File: src/rtl/memory_arbiter_pkg.sv
// Shared types for the memory arbiter: RAM handshake states, word type and
// arbiter FSM states.
package memory_arbiter_pkg;

    typedef logic [31:0] word_t;

    typedef enum logic [1:0] {
        FREE   = 2'd0,
        BUSY   = 2'd1,
        ACCESS = 2'd2,
        ERROR  = 2'd3
    } ramstate_t;

    typedef enum logic [1:0] {
        IDLE   = 2'd0,
        IGRANT = 2'd1,
        DGRANT = 2'd2
    } arb_state_t;

endpackage

File: src/rtl/memory_arbiter.sv
// Memory arbiter: multiplexes instruction-fetch and data requests onto a
// single-ported RAM. Data wins by default; a streak counter forces an
// instruction grant after DSTREAK_MAX back-to-back data grants, and a
// timeout counter aborts a grant the RAM never answers.
module memory_arbiter
    import memory_arbiter_pkg::*;
#(
    parameter int unsigned DSTREAK_MAX = 4,
    parameter int unsigned TIMEOUT_CYC = 255
) (
    input  logic      CLK,
    input  logic      nRST,
    input  logic      iREN,
    input  word_t     iaddr,
    output logic      iwait,
    output word_t     iload,
    input  logic      dREN,
    input  logic      dWEN,
    input  word_t     daddr,
    input  word_t     dstore,
    output logic      dwait,
    output word_t     dload,
    output logic      ramREN,
    output logic      ramWEN,
    output word_t     ramaddr,
    output word_t     ramstore,
    input  word_t     ramload,
    input  ramstate_t ramstate,
    output logic      err
);

    arb_state_t r_state;
    logic [3:0] r_streak;
    logic [7:0] r_tcount;

    arb_state_t w_next;
    logic       w_dreq;
    logic       w_ack;
    logic       w_timeout;

    assign w_dreq = dREN | dWEN;
    assign iload  = ramload;
    assign dload  = ramload;

    // Timeout fires on the grant cycle that would bring the count to TIMEOUT_CYC.
    assign w_timeout = (({1'b0, r_tcount} + 9'd1) == 9'(TIMEOUT_CYC));

    // Next-state, RAM strobes and handshake outputs; strobes depend only on
    // the registered state so no IDLE request reaches the RAM combinationally.
    always_comb begin
        w_next   = r_state;
        w_ack    = 1'b0;
        iwait    = 1'b1;
        dwait    = 1'b1;
        ramREN   = 1'b0;
        ramWEN   = 1'b0;
        ramaddr  = '0;
        ramstore = '0;
        err      = 1'b0;
        case (r_state)
            IDLE: begin
                if (w_dreq && !(iREN && (r_streak == 4'(DSTREAK_MAX))))
                    w_next = DGRANT;
                else if (iREN)
                    w_next = IGRANT;
            end
            DGRANT: begin
                if (!w_dreq) begin
                    w_next = IDLE;
                end else begin
                    ramWEN   = dWEN;
                    ramREN   = dREN & ~dWEN;
                    ramaddr  = daddr;
                    ramstore = dstore;
                    if (ramstate == ACCESS) begin
                        dwait  = 1'b0;
                        w_ack  = 1'b1;
                        w_next = IDLE;
                    end else if (ramstate == ERROR || w_timeout) begin
                        dwait  = 1'b0;
                        err    = 1'b1;
                        w_next = IDLE;
                    end
                end
            end
            IGRANT: begin
                if (!iREN) begin
                    w_next = IDLE;
                end else begin
                    ramREN  = 1'b1;
                    ramaddr = iaddr;
                    if (ramstate == ACCESS) begin
                        iwait  = 1'b0;
                        w_ack  = 1'b1;
                        w_next = IDLE;
                    end else if (ramstate == ERROR || w_timeout) begin
                        iwait  = 1'b0;
                        err    = 1'b1;
                        w_next = IDLE;
                    end
                end
            end
            default: w_next = IDLE;
        endcase
    end

    // State register plus inline streak and timeout counters.
    always_ff @(posedge CLK or negedge nRST) begin
        if (!nRST) begin
            r_state  <= IDLE;
            r_streak <= '0;
            r_tcount <= '0;
        end else begin
            r_state <= w_next;

            if (r_state != IDLE && w_next != IDLE)
                r_tcount <= r_tcount + 8'd1;
            else
                r_tcount <= '0;

            if (r_state == DGRANT && w_ack && iREN) begin
                if (r_streak != 4'(DSTREAK_MAX))
                    r_streak <= r_streak + 4'd1;
            end else if (r_state == IGRANT && w_ack) begin
                r_streak <= '0;
            end else if (r_state == IDLE && !iREN) begin
                r_streak <= '0;
            end
        end
    end

    // Requesters must hold their address stable while a grant stays open.
    a_daddr_stable: assert property (@(posedge CLK) disable iff (!nRST)
        (r_state == DGRANT && w_next == DGRANT) |=> $stable(daddr));
    a_iaddr_stable: assert property (@(posedge CLK) disable iff (!nRST)
        (r_state == IGRANT && w_next == IGRANT) |=> $stable(iaddr));

endmodule
File: config.mk
export PLATFORM = sky130hd
export DESIGN_NAME = memory_arbiter
export DESIGN_NICKNAME = d
export VERILOG_FILES = /design/src/rtl/memory_arbiter_pkg.sv /design/src/rtl/memory_arbiter.sv
export SDC_FILE = /design/constraint.sdc
export NUM_CORES = 1
export LEC_CHECK = 0
export BUFFER_PORTS_ARGS = -buffer_cell sky130_fd_sc_hd__buf_2
export CORE_AREA = 8 8 97 99
export DETAILED_ROUTE_END_ITERATION = 8
export DIE_AREA = 0 0 105 107
export GPL_TIMING_DRIVEN = 0
export PLACE_DENSITY = 0.67
export SLEW_MARGIN = 20
export SYNTH_ARGS = -nofsm -noshare
export SYNTH_HDL_FRONTEND = slang
export SYNTH_SLANG_ARGS = --single-unit
File: constraint.sdc
create_clock -name CLK -period 3.4 [get_ports CLK]
set_input_delay 0.34 -clock CLK [delete_from_list [all_inputs] [get_ports CLK]]
set_output_delay 0.34 -clock CLK [all_outputs]
set_load 0.005 [all_outputs]
==> reports/metrics.csv, run 1 <==
metric,value,unit
fin_crit_sh,0.8453,
initial_core_util,0.2718,
worstSetupStartpointType,register,
pwr-share-clk,0.129,
die_w,105,um
drc,0,
gp_congestion,0.8475,
port_buffers,235,
cp_max_fo,10,
crit_required,3.06,ns
worstSetupPathType,register to output pin,
setup_violations,0,
end_kind,output pin,
crit_family,buffers and inverters,
io_pins,268,
drv_cap,0,
fin_tns_setup,0,ns
area_growth,63.70,%
power_frac_comb,0.716,
synth_top_area_cell,buf_4,
tightest_slew,0.6299,ns
grt_usage,0.1635,
core,7928,um2
cts_tree,done,
first_pass_iters,5,
avgSynthCellArea,7.430,um2
final_common_cell,buf_2,
ant_nets,0,
multi_input_area,1235,um2
power_frac_seq,0.155,
drive_gt1_frac,0.5792,
maxSlewViolCount,0,
synth_ff_type,dfrtp_1,
ys_ff_latch,14,
syn-instance-count,290,
cts_buffers,3,
hold_path.class,primary input to register,
crit_path_cell_trace,inv_1 -> ha_1 -> o21a_1 -> clkbuf_1 -> buf_1 -> a22oi_1 -> nor2b_1 -> buf_2,
ff_latch_area,350.3,um2
synth_top_area_share,0.2230,
via_per_inst,4.416,
power_density,366.4,nW/um2
ir_drop,0.0001508,V
p_sw,0.5470,mW
cp_num_buf_inv,4,
post-route-min-period,2.874,ns
final_cell_mix,"buf_2 (237), buf_4 (64), and2_1 (34), nor2b_1 (34), a22oi_1 (32)",
nFillCells,851,
critPathMaxStageDelay,0.43,ns
cp.arrival,2.53,ns
drt_iter0_markers,113,
num_rows,33,
clk_latency,0.25,ns
ys_seq_area_frac,0.1626,
async_flop_share,1.000,
layout.nets,674,
vias,2804,
cts_buffer_depth,2,
status,"finished, final reports clean",
wl_per_cell,15.83,um
cts.repair.resized,0,
dieArea,11240,um2
synth_area_leaders,"buf_4 (22%), dfrtp_1 (16%), a22oi_1 (11%), and2_1 (9.9%), nor2b_1 (9.9%)",
grt_start_max_net_pins,15,
clock-skew-final,0.0003535,ns
antenna_found_initial,0,
wl,10.06,mm
n_antenna_cell,0,
overflow,0,
cts-root-buf,clkbuf_8,
hold_viol,0,
fmax,347.9,MHz
synth_edf_count,0,
critPathSlowestCell,dfrtp_1,
hpwl,8.905,mm
p_int,0.7452,mW
cts_hold_buf,1,
fin_util,0.4449,
yosys_warnings,0,
synth_area,2155,um2
rsz0062_at_grt,false,
relSlewSlack,0.5782,
cts_setup_buffers,0,
synth_cell_types,36,
first_global_vias,2811,
htree_levels,1,
clk_pin_slew,0.06,ns
p_leak,1.961,nW
die_y,107,um
swShare,0.4233,
synth_fp_nets,433,
clock_sinks,14,
grt_pass1_wl,14.90,mm
==> sequential cells by signal, summed over array words and instances, names as in the netlist <==
| signal | flops |
|---|---|
| r_streak | 4 |
| r_tcount | 8 |
| r_state | 2 |
==> layout make-up <==
cell class	instances	area share
multi-input combinational	189	0.3501
timing repair buffer	236	0.3363
buffer	80	0.1540
sequential	14	0.09933
tap	105	0.03725
clock buffer	4	0.01561
inverter	7	0.007449
==> per-stage QoR <==
stage / area [um2] / total power, mW / hold WS, ns / worst slack, ns / std cells
2_1_floorplan: 2155 / 0.7256 / 0.04441 / 1.344 / 290
3_3_place_gp: 3462 / 1.131 / 0.2570 / 0.8091 / 630
3_5_place_dp: 3462 / 1.141 / 0.2583 / 0.7586 / 630
4_1_cts: 3527 / 1.314 / 0.4442 / 0.4650 / 635
5_1_grt: 3527 / 1.406 / 0.4785 / 0.2730 / 635
6_report: 3527 / 1.292 / 0.4481 / 0.5259 / 635
==> cell families (layout without fill, tap and decap cells) <==
logic type | Yosys count | count (layout) | share of synthesized area
adder cells (fa/ha/maj) | 8 | 8 | 0.04646
XOR/XNOR | 7 | 7 | 0.02846
buffers and inverters | 87 | 327 | 0.2642
AO/OA/AOI/OAI | 58 | 58 | 0.1893
AND/OR/NAND/NOR | 116 | 116 | 0.3089
flip-flops | 14 | 14 | 0.1626
==> metal layers <==
metal | share of wire | wire [um] | GRT usage | vias to the layer above
li1 | - | - | - | 1397
met1 | 0.34 | 3383 | 0.1550 | 1271
met2 | 0.54 | 5463 | 0.3068 | 125
met3 | 0.10 | 1019 | 0.07079 | 11
met4 | 0.019 | 189 | 0.06014 | 0
met5 | 0 | 0 | 0 | -
==> power by group through the flow <==
stage	sequential, mW	clock (mW)	combinational [mW]
after floorplan	0.197	0	0.529
after global placement	0.202	0	0.929
after detailed placement	0.203	0	0.938
after CTS	0.200	0.172	0.941
after global routing	0.203	0.178	1.02
final	0.201	0.167	0.925
==> path summary, 6_finish.rpt <==
| path | start | endpoint | slack, ns | cells past startpoint |
|---|---|---|---|---|
| hold / removal | iREN | r_state[0] | 0.45 | 3 |
| min in group asynchronous | nRST | r_tcount[0] | 0.52 | 2 |
| setup / recovery | r_state[0] | ramaddr[22] | 0.53 | 8 |
| setup reg to reg | r_state[1] | r_streak[3] | 1.16 | 7 |
| hold reg to reg | r_streak[2] | r_streak[2] | 0.55 | 1 |
| max in group asynchronous | nRST | r_tcount[5] | 2.65 | 2 |
==> worst min-delay path, cell delays in order <==
cell,delay [ns]
buf_2,0.11
a21oi_1,0.04
o22ai_1,0.15
==> cell usage after synthesis (7+ instances only) <==
cell and n:
a22oi_1 32, and2_1 34, buf_4 64, clkbuf_1 10, dfrtp_1 14, ha_1 8
inv_1 7, nand2_1 12, nor2_1 16, nor2b_1 34, o21ai_0 7
No activity file was read; power rests on OpenSTA's default activity.
==> run 2, diff against run 1 <==
- ABC_AREA: unset -> 1
- PLACE_DENSITY: 0.67 -> 0.7
- clock period: 3.4 -> 2.4 ns (I/O delays scaled with it)
==> reports/metrics.csv, run 2 <==
metric,value,unit,change
status,"finished, final reports clean",,unchanged
cp.arrival,1.96,ns,was 2.53 ns
synth_area,2168,um2,was 2155 um2
fin_tns_setup,0,ns,unchanged
overflow,0,,unchanged
die_y,107,um,unchanged
clock-skew-final,0.001212,ns,was 0.0003535 ns
worstSetupPathType,register to output pin,,unchanged
wl_met3,919,um,was 1.019 mm
num_rows,33,,unchanged
ys_seq_area_frac,0.1616,,was 0.1626
cp_common_cell,inv_1,,
final_common_cell,buf_2,,unchanged
crit_path_cell_trace,inv_1 -> ha_1 -> inv_1 -> nor2_4 -> inv_2 -> clkbuf_1 -> nor2_1 -> buf_2,,was inv_1 -> ha_1 -> o21a_1 -> clkbuf_1 -> buf_1 -> a22oi_1 -> nor2b_1 -> buf_2
hold_viol,0,,unchanged
top_register,r_tcount,,unchanged
antenna_found_initial,0,,unchanged
synth_cell_types,25,,was 36
async_flop_share,1.000,,unchanged
cts_tree,done,,unchanged
gp_congestion,0.8157,,was 0.8475
synth_edf_count,0,,unchanged
crit_family,buffers and inverters,,unchanged
hold_path.class,primary input to register,,unchanged
whs_endpoint,r_state[1],,was r_state[0]
wl_per_cell,13.16,um,was 15.83 um
synth_ff_type,dfrtp_1,,unchanged
drv_cap,0,,unchanged
holdCritStartpoint,ramstate[1],,was iREN
crit_required,2.16,ns,was 3.06 ns
cts_setup_buffers,0,,unchanged
setup_violations,0,,unchanged
dp_cells,714,,was 630
instances_no_fill,719,,was 635
vias,2904,,"was 2,804"
worstSetupStartpointType,register,,unchanged
synth_area_leaders,"buf_4 (22%), nand2_1 (17%), dfrtp_1 (16%), inv_1 (10%), a21oi_1 (8.3%)",,"was buf_4 (22%), dfrtp_1 (16%), a22oi_1 (11%), and2_1 (9.9%), nor2b_1 (9.9%)"
rsz0062_at_grt,false,,unchanged
port_buffers,235,,unchanged
avgSynthCellArea,5.798,um2,was 7.430 um2
drt-met1-wl,3.502,mm,was 3.383 mm
maxSlewViolCount,0,,unchanged
initial_core_util,0.2735,,was 0.2718
first_pass_iters,4,,was 5
post-route-min-period,2.197,ns,
cts_buffer_depth,2,,unchanged
core,7928,um2,unchanged
ir_drop,0.0002633,V,was 0.0001508 V
r2r_cells,11,,was 7
clk_latency,0.24,ns,was 0.25 ns
cp_max_fo,10,,unchanged
fin_crit_sh,0.9156,,
clock_sinks,14,,unchanged
synth_top_area_share,0.2216,,was 0.2230
wl_met2,4.950,mm,was 5.463 mm
drt_iter0_markers,77,,was 113
fmax,455.1,MHz,
syn-instance-count,374,,was 290
io_pins,268,,unchanged
post-synth-top-count-cell,nand2_1,,was buf_4
drc,0,,unchanged
clk_pin_slew,0.06,ns,about the same
area_growth,63.82,%,was 63.70%
die_w,105,um,unchanged
ant_nets,0,,unchanged
fin_ws,0.2026,ns,was 0.5259 ns
via_per_inst,4.039,,was 4.416
r2r_end,r_streak[0],,was r_streak[3]
cts_buffers,3,,unchanged
crit_cells,8,,unchanged
yosys_warnings,0,,unchanged
grt_usage,0.1561,,was 0.1635
synth_fp_nets,517,,was 433
rr_startpoint,r_state[1],,unchanged
maxUsedRoutingLayer,met4,,unchanged
wl,9.459,mm,was 10.06 mm
dieArea,11240,um2,unchanged
grt_start_max_net_pins,15,,unchanged
relSlewSlack,0.6961,,was 0.5782
critPathMaxStageDelay,0.41,ns,was 0.43 ns
hpwl,8.434,mm,was 8.905 mm
largest_register_ffs,8,,unchanged
synth_top_area_cell,buf_4,,unchanged
power_density,519.0,nW/um2,was 366.4 nW/um2
p_leak,2.217,nW,was 1.961 nW
post-place-ws,0.3153,ns,was 0.7586 ns
synth_common_cells,"nand2_1 (98), buf_4 (64), inv_1 (60), nor2_1 (46), a21oi_1 (36)",,"was buf_4 (64), and2_1 (34), nor2b_1 (34), a22oi_1 (32), nor2_1 (16)"
final_cell_mix,"buf_2 (236), nand2_1 (98), buf_4 (64)",,"was buf_2 (237), buf_4 (64), and2_1 (34), nor2b_1 (34), a22oi_1 (32)"
grt_pass1_wl,14.75,mm,was 14.90 mm
r2r_setup_slack,0.41,ns,was 1.16 ns
end_kind,output pin,,unchanged
critPathSlowestCell,dfrtp_1,,unchanged
layout.nets,758,,was 674
htree_levels,1,,unchanged
ys_ff_latch,14,,unchanged
drive_gt1_frac,0.5277,,was 0.5792
cp_num_buf_inv,5,,was 4
n_antenna_cell,0,,unchanged
tightest_slew,0.4559,ns,was 0.6299 ns
hold_depth,6,,was 3
reg_top3,"r_tcount (8), r_streak (4), r_state (2)",,unchanged
first_global_vias,2878,,"was 2,811"
cp-startpoint,r_state[0],,unchanged
cts-root-buf,clkbuf_8,,unchanged
[run 2: cell types whose count changed in the layout (fill, tap and decap cells not counted), sizes merged, moves of 3 or more]
cell | previous run | this run
xnor2 | 4 | 0
a22oi | 32 | 0
nor2b | 34 | 0
and2 | 34 | 0
nor2 | 16 | 51
nand2 | 12 | 101
nand3 | 4 | 12
nand3b | 3 | 0
a21oi | 5 | 36
o21ai | 8 | 4
buf | 305 | 300
inv | 7 | 61
[run 2: timing repair]
item	in CTS	in global routing
gates resized for setup	0	14
hold endpoints to repair	14	0
setup endpoints to repair	0	30
hold buffers	1	0
[run 2: per-stage QoR]
stage          hold WS (ns)  power [mW]  area (um2)  utilization
4_1_cts              0.4149       1.861        3541       0.4467
5_1_grt              0.4494       2.034        3552       0.4481
6_report             0.4194       1.844        3552       0.4481
2_1_floorplan      -0.05559       1.044        2168            -
3_3_place_gp         0.1432       1.597        3476       0.4384
3_5_place_dp         0.1528       1.622        3476       0.4384
[run 2: worst min-delay path: stages]
cell	delay, ns
buf_2	0.08
inv_1	0.06
nand3_1	0.08
nand2_1	0.05
nand2_1	0.08
inv_1	0.04
[run 2: area by class of cell]
class                      instances  area, um2
buffer                            76      533.0
inverter                          61      229.0
tap                              105      131.4
fill                             849       4375
clock buffer                       4      55.05
timing repair buffer             236       1186
sequential                        14      351.6
multi-input combinational        223       1066
[run 2: layer usage]
metal | up-vias | track usage
li1 | 1536 | -
met1 | 1234 | 0.1598
met2 | 127 | 0.2932
met3 | 7 | 0.06059
met4 | 0 | 0.03466
met5 | - | 0
[run 2: cells by family after synthesis]
group                      synth area share
buffers and inverters                0.3480
and+or+nand+nor                      0.3260
xor gates and xnor gates           0.008080
adders and majority gates           0.04616
DFF                                  0.1616
AOI/OAI and AO/OA                    0.1102
[run 2: report_power, final]
part | switching (mW) | internal (mW) | total [mW]
Combinational | 0.771 | 0.542 | 1.31
Clock | 0.0799 | 0.145 | 0.225
Sequential | 0.0362 | 0.270 | 0.306
Total | 0.887 | 0.956 | 1.84
[run 2: how the worst max path moves through the flow]
stage / endpoint / slack (ns)
global route: ramstore[27] / 0.003
global placement: ramaddr[15] / 0.35
floorplan: ramaddr[12] / 0.72
finish: ramstore[27] / 0.20
CTS: ramaddr[4] / 0.03
detailed placement: ramaddr[4] / 0.32
==> run 3, diff against run 2 <==
- PLACE_DENSITY: 0.7 -> 0.67
- clock period: 2.4 -> 2.75 ns (I/O delays scaled with it)
==> reports/metrics.csv, run 3 (synthesized netlist as in run 2, its figures left out) <==
metric,value,unit,change
status,"finished, final reports clean",,unchanged
cts.repair.resized,0,,unchanged
crit_required,2.48,ns,was 2.16 ns
rr_startpoint,r_tcount[0],,was r_state[1]
hold_path.class,primary input to async pin,,was primary input to register
hpwl,8.214,mm,was 8.434 mm
power_density,452.0,nW/um2,was 519.0 nW/um2
ff_latch_area,350.3,um2,was 351.6 um2
fmax,416.7,MHz,
fin_crit_sh,0.8728,,
largest_register_ffs,8,,unchanged
final_cell_mix,"buf_2 (235), nand2_1 (98), buf_4 (64)",,"was buf_2 (236), nand2_1 (98), buf_4 (64)"
via_per_inst,4.061,,was 4.039
post-route-min-period,2.400,ns,
dieArea,11240,um2,unchanged
drive_gt1_frac,0.5130,,was 0.5277
clock-skew-final,0.001900,ns,was 0.001212 ns
dp_cells,714,,unchanged
top_register,r_tcount,,unchanged
crit_family,buffers and inverters,,unchanged
critPathCapture,ramaddr[11],,was ramstore[27]
antenna_found_initial,0,,unchanged
first_global_vias,2905,,"was 2,878"
die_w,105,um,unchanged
ir_drop,0.0002567,V,was 0.0002633 V
rsz0062_at_grt,false,,unchanged
core,7928,um2,unchanged
reg_top3,"r_tcount (8), r_streak (4), r_state (2)",,unchanged
io_pins,268,,unchanged
drt_iter0_markers,89,,was 77
nFillCells,854,,was 849
maxSlewViolCount,0,,unchanged
worstSetupPathType,register to output pin,,unchanged
end_kind,output pin,,unchanged
clk_pin_slew,0.06,ns,about the same
first_pass_iters,4,,unchanged
grt_usage,0.1482,,was 0.1561
overflow,0,,unchanged
num_rows,33,,unchanged
hold_viol,0,,unchanged
multi_input_area,1064,um2,was 1066 um2
n_antenna_cell,0,,unchanged
initial_core_util,0.2735,,unchanged
area_growth,63.30,%,was 63.82%
final_common_cell,buf_2,,unchanged
port_buffers,235,,unchanged
r2r_end,r_tcount[7],,was r_streak[0]
cts-root-buf,clkbuf_8,,unchanged
ant_nets,0,,unchanged
cp_num_buf_inv,4,,was 5
die_y,107,um,unchanged
grt_start_max_net_pins,15,,unchanged
critPathSlowestCell,dfrtp_1,,unchanged
cp-startpoint,r_state[1],,was r_state[0]
cp_max_fo,10,,unchanged
cts_buffers,3,,unchanged
setup_violations,0,,unchanged
wl,9.223,mm,was 9.459 mm
crit_cells,8,,unchanged
cp.arrival,2.13,ns,was 1.96 ns
crit_path_cell_trace,inv_1 -> ha_1 -> nand2_1 -> inv_1 -> buf_1 -> nand2_1 -> a21oi_1 -> buf_2,,was inv_1 -> ha_1 -> inv_1 -> nor2_4 -> inv_2 -> clkbuf_1 -> nor2_1 -> buf_2
gp_congestion,0.7810,,was 0.8157
cts_buffer_depth,2,,unchanged
clk_latency,0.25,ns,was 0.24 ns
drc,0,,unchanged
fin_tns_setup,0,ns,unchanged
drv_cap,0,,unchanged
tightest_slew,0.4470,ns,was 0.4559 ns
instances_no_fill,719,,unchanged
grt_pass1_wl,14.19,mm,was 14.75 mm
htree_levels,1,,unchanged
wl_per_cell,12.83,um,was 13.16 um
fin_area,3541,um2,was 3552 um2
r2r_cells,12,,was 11
relSlewSlack,0.7020,,was 0.6961
postPlaceCellArea,3476,um2,unchanged
layout.nets,758,,unchanged
vias,2920,,"was 2,904"
worstSetupStartpointType,register,,unchanged
cts_tree,done,,unchanged
p_leak,2.203,nW,was 2.217 nW
clock_sinks,14,,unchanged
r2r_setup_slack,0.80,ns,was 0.41 ns
critPathMaxStageDelay,0.41,ns,about the same
## run 3: cell count changes in the layout (fill, tap and decap cells not counted), sizes merged
cell    change
buf         +1
clkbuf      -1
## run 3: power breakdown
group | switching (mW) | leakage (nW) | internal (mW)
clock network | 0.0765 | 0.0288 | 0.127
registers | 0.0324 | 0.191 | 0.234
logic | 0.663 | 1.98 | 0.468
total | 0.772 | 2.20 | 0.829
## run 3: layout make-up
class,count,area share
well taps,105,0.03710
multi-input cells,223,0.3004
flip-flops and latches,14,0.09894
plain buffers,76,0.1484
clock buffers,4,0.01555
repair buffers,236,0.3350
inverters,61,0.06466
## run 3: per-layer routing
layer	track usage	up-vias	routed length (um)	part of all wire
li1	-	1538	-	-
met1	0.1391	1252	3139	0.34
met2	0.2914	128	5008	0.54
met3	0.07319	2	1048	0.11
met4	0.01325	0	27	0.0029
met5	0	-	0	0
## run 3: worst register-to-register path: stages (launching register included)
cell	delay (ns)
dfrtp_1	0.45
ha_1	0.28
nand3_1	0.13
o21bai_1	0.17
nand2_1	0.09
nor2_1	0.12
nand2_1	0.11
nand3_1	0.09
nand2_1	0.06
nand2_1	0.10
nand2_2	0.07
nand2_4	0.12
nor2_1	0.06
## run 3: how the worst min path moves through the flow
stage,to,cells after the start,slack (ns)
after floorplan,r_state[0],0,-0.02
after detailed placement,r_tcount[2],1,0.19
after CTS,r_state[1],6,0.45
after global routing,r_tcount[6],2,0.50
final,r_tcount[4],2,0.46
after global placement,r_tcount[2],1,0.19
## run 3: what timing repair did
action                                 in CTS  in global routing
hold buffers                                1                  0
endpoints found under the hold margin      14                  0
buffers inserted                            0                  0
## run 3: metrics by stage
| stage | setup slack [ns] | hold slack (ns) | utilization | power, mW |
|---|---|---|---|---|
| 2_1_floorplan | 1.034 | -0.02059 | - | 0.9114 |
| 3_3_place_gp | 0.6404 | 0.1881 | 0.4384 | 1.399 |
| 3_5_place_dp | 0.6197 | 0.1925 | 0.4384 | 1.415 |
| 4_1_cts | 0.3223 | 0.4454 | 0.4467 | 1.632 |
| 5_1_grt | 0.07779 | 0.4994 | 0.4467 | 1.776 |
| 6_report | 0.3499 | 0.4624 | 0.4467 | 1.601 |
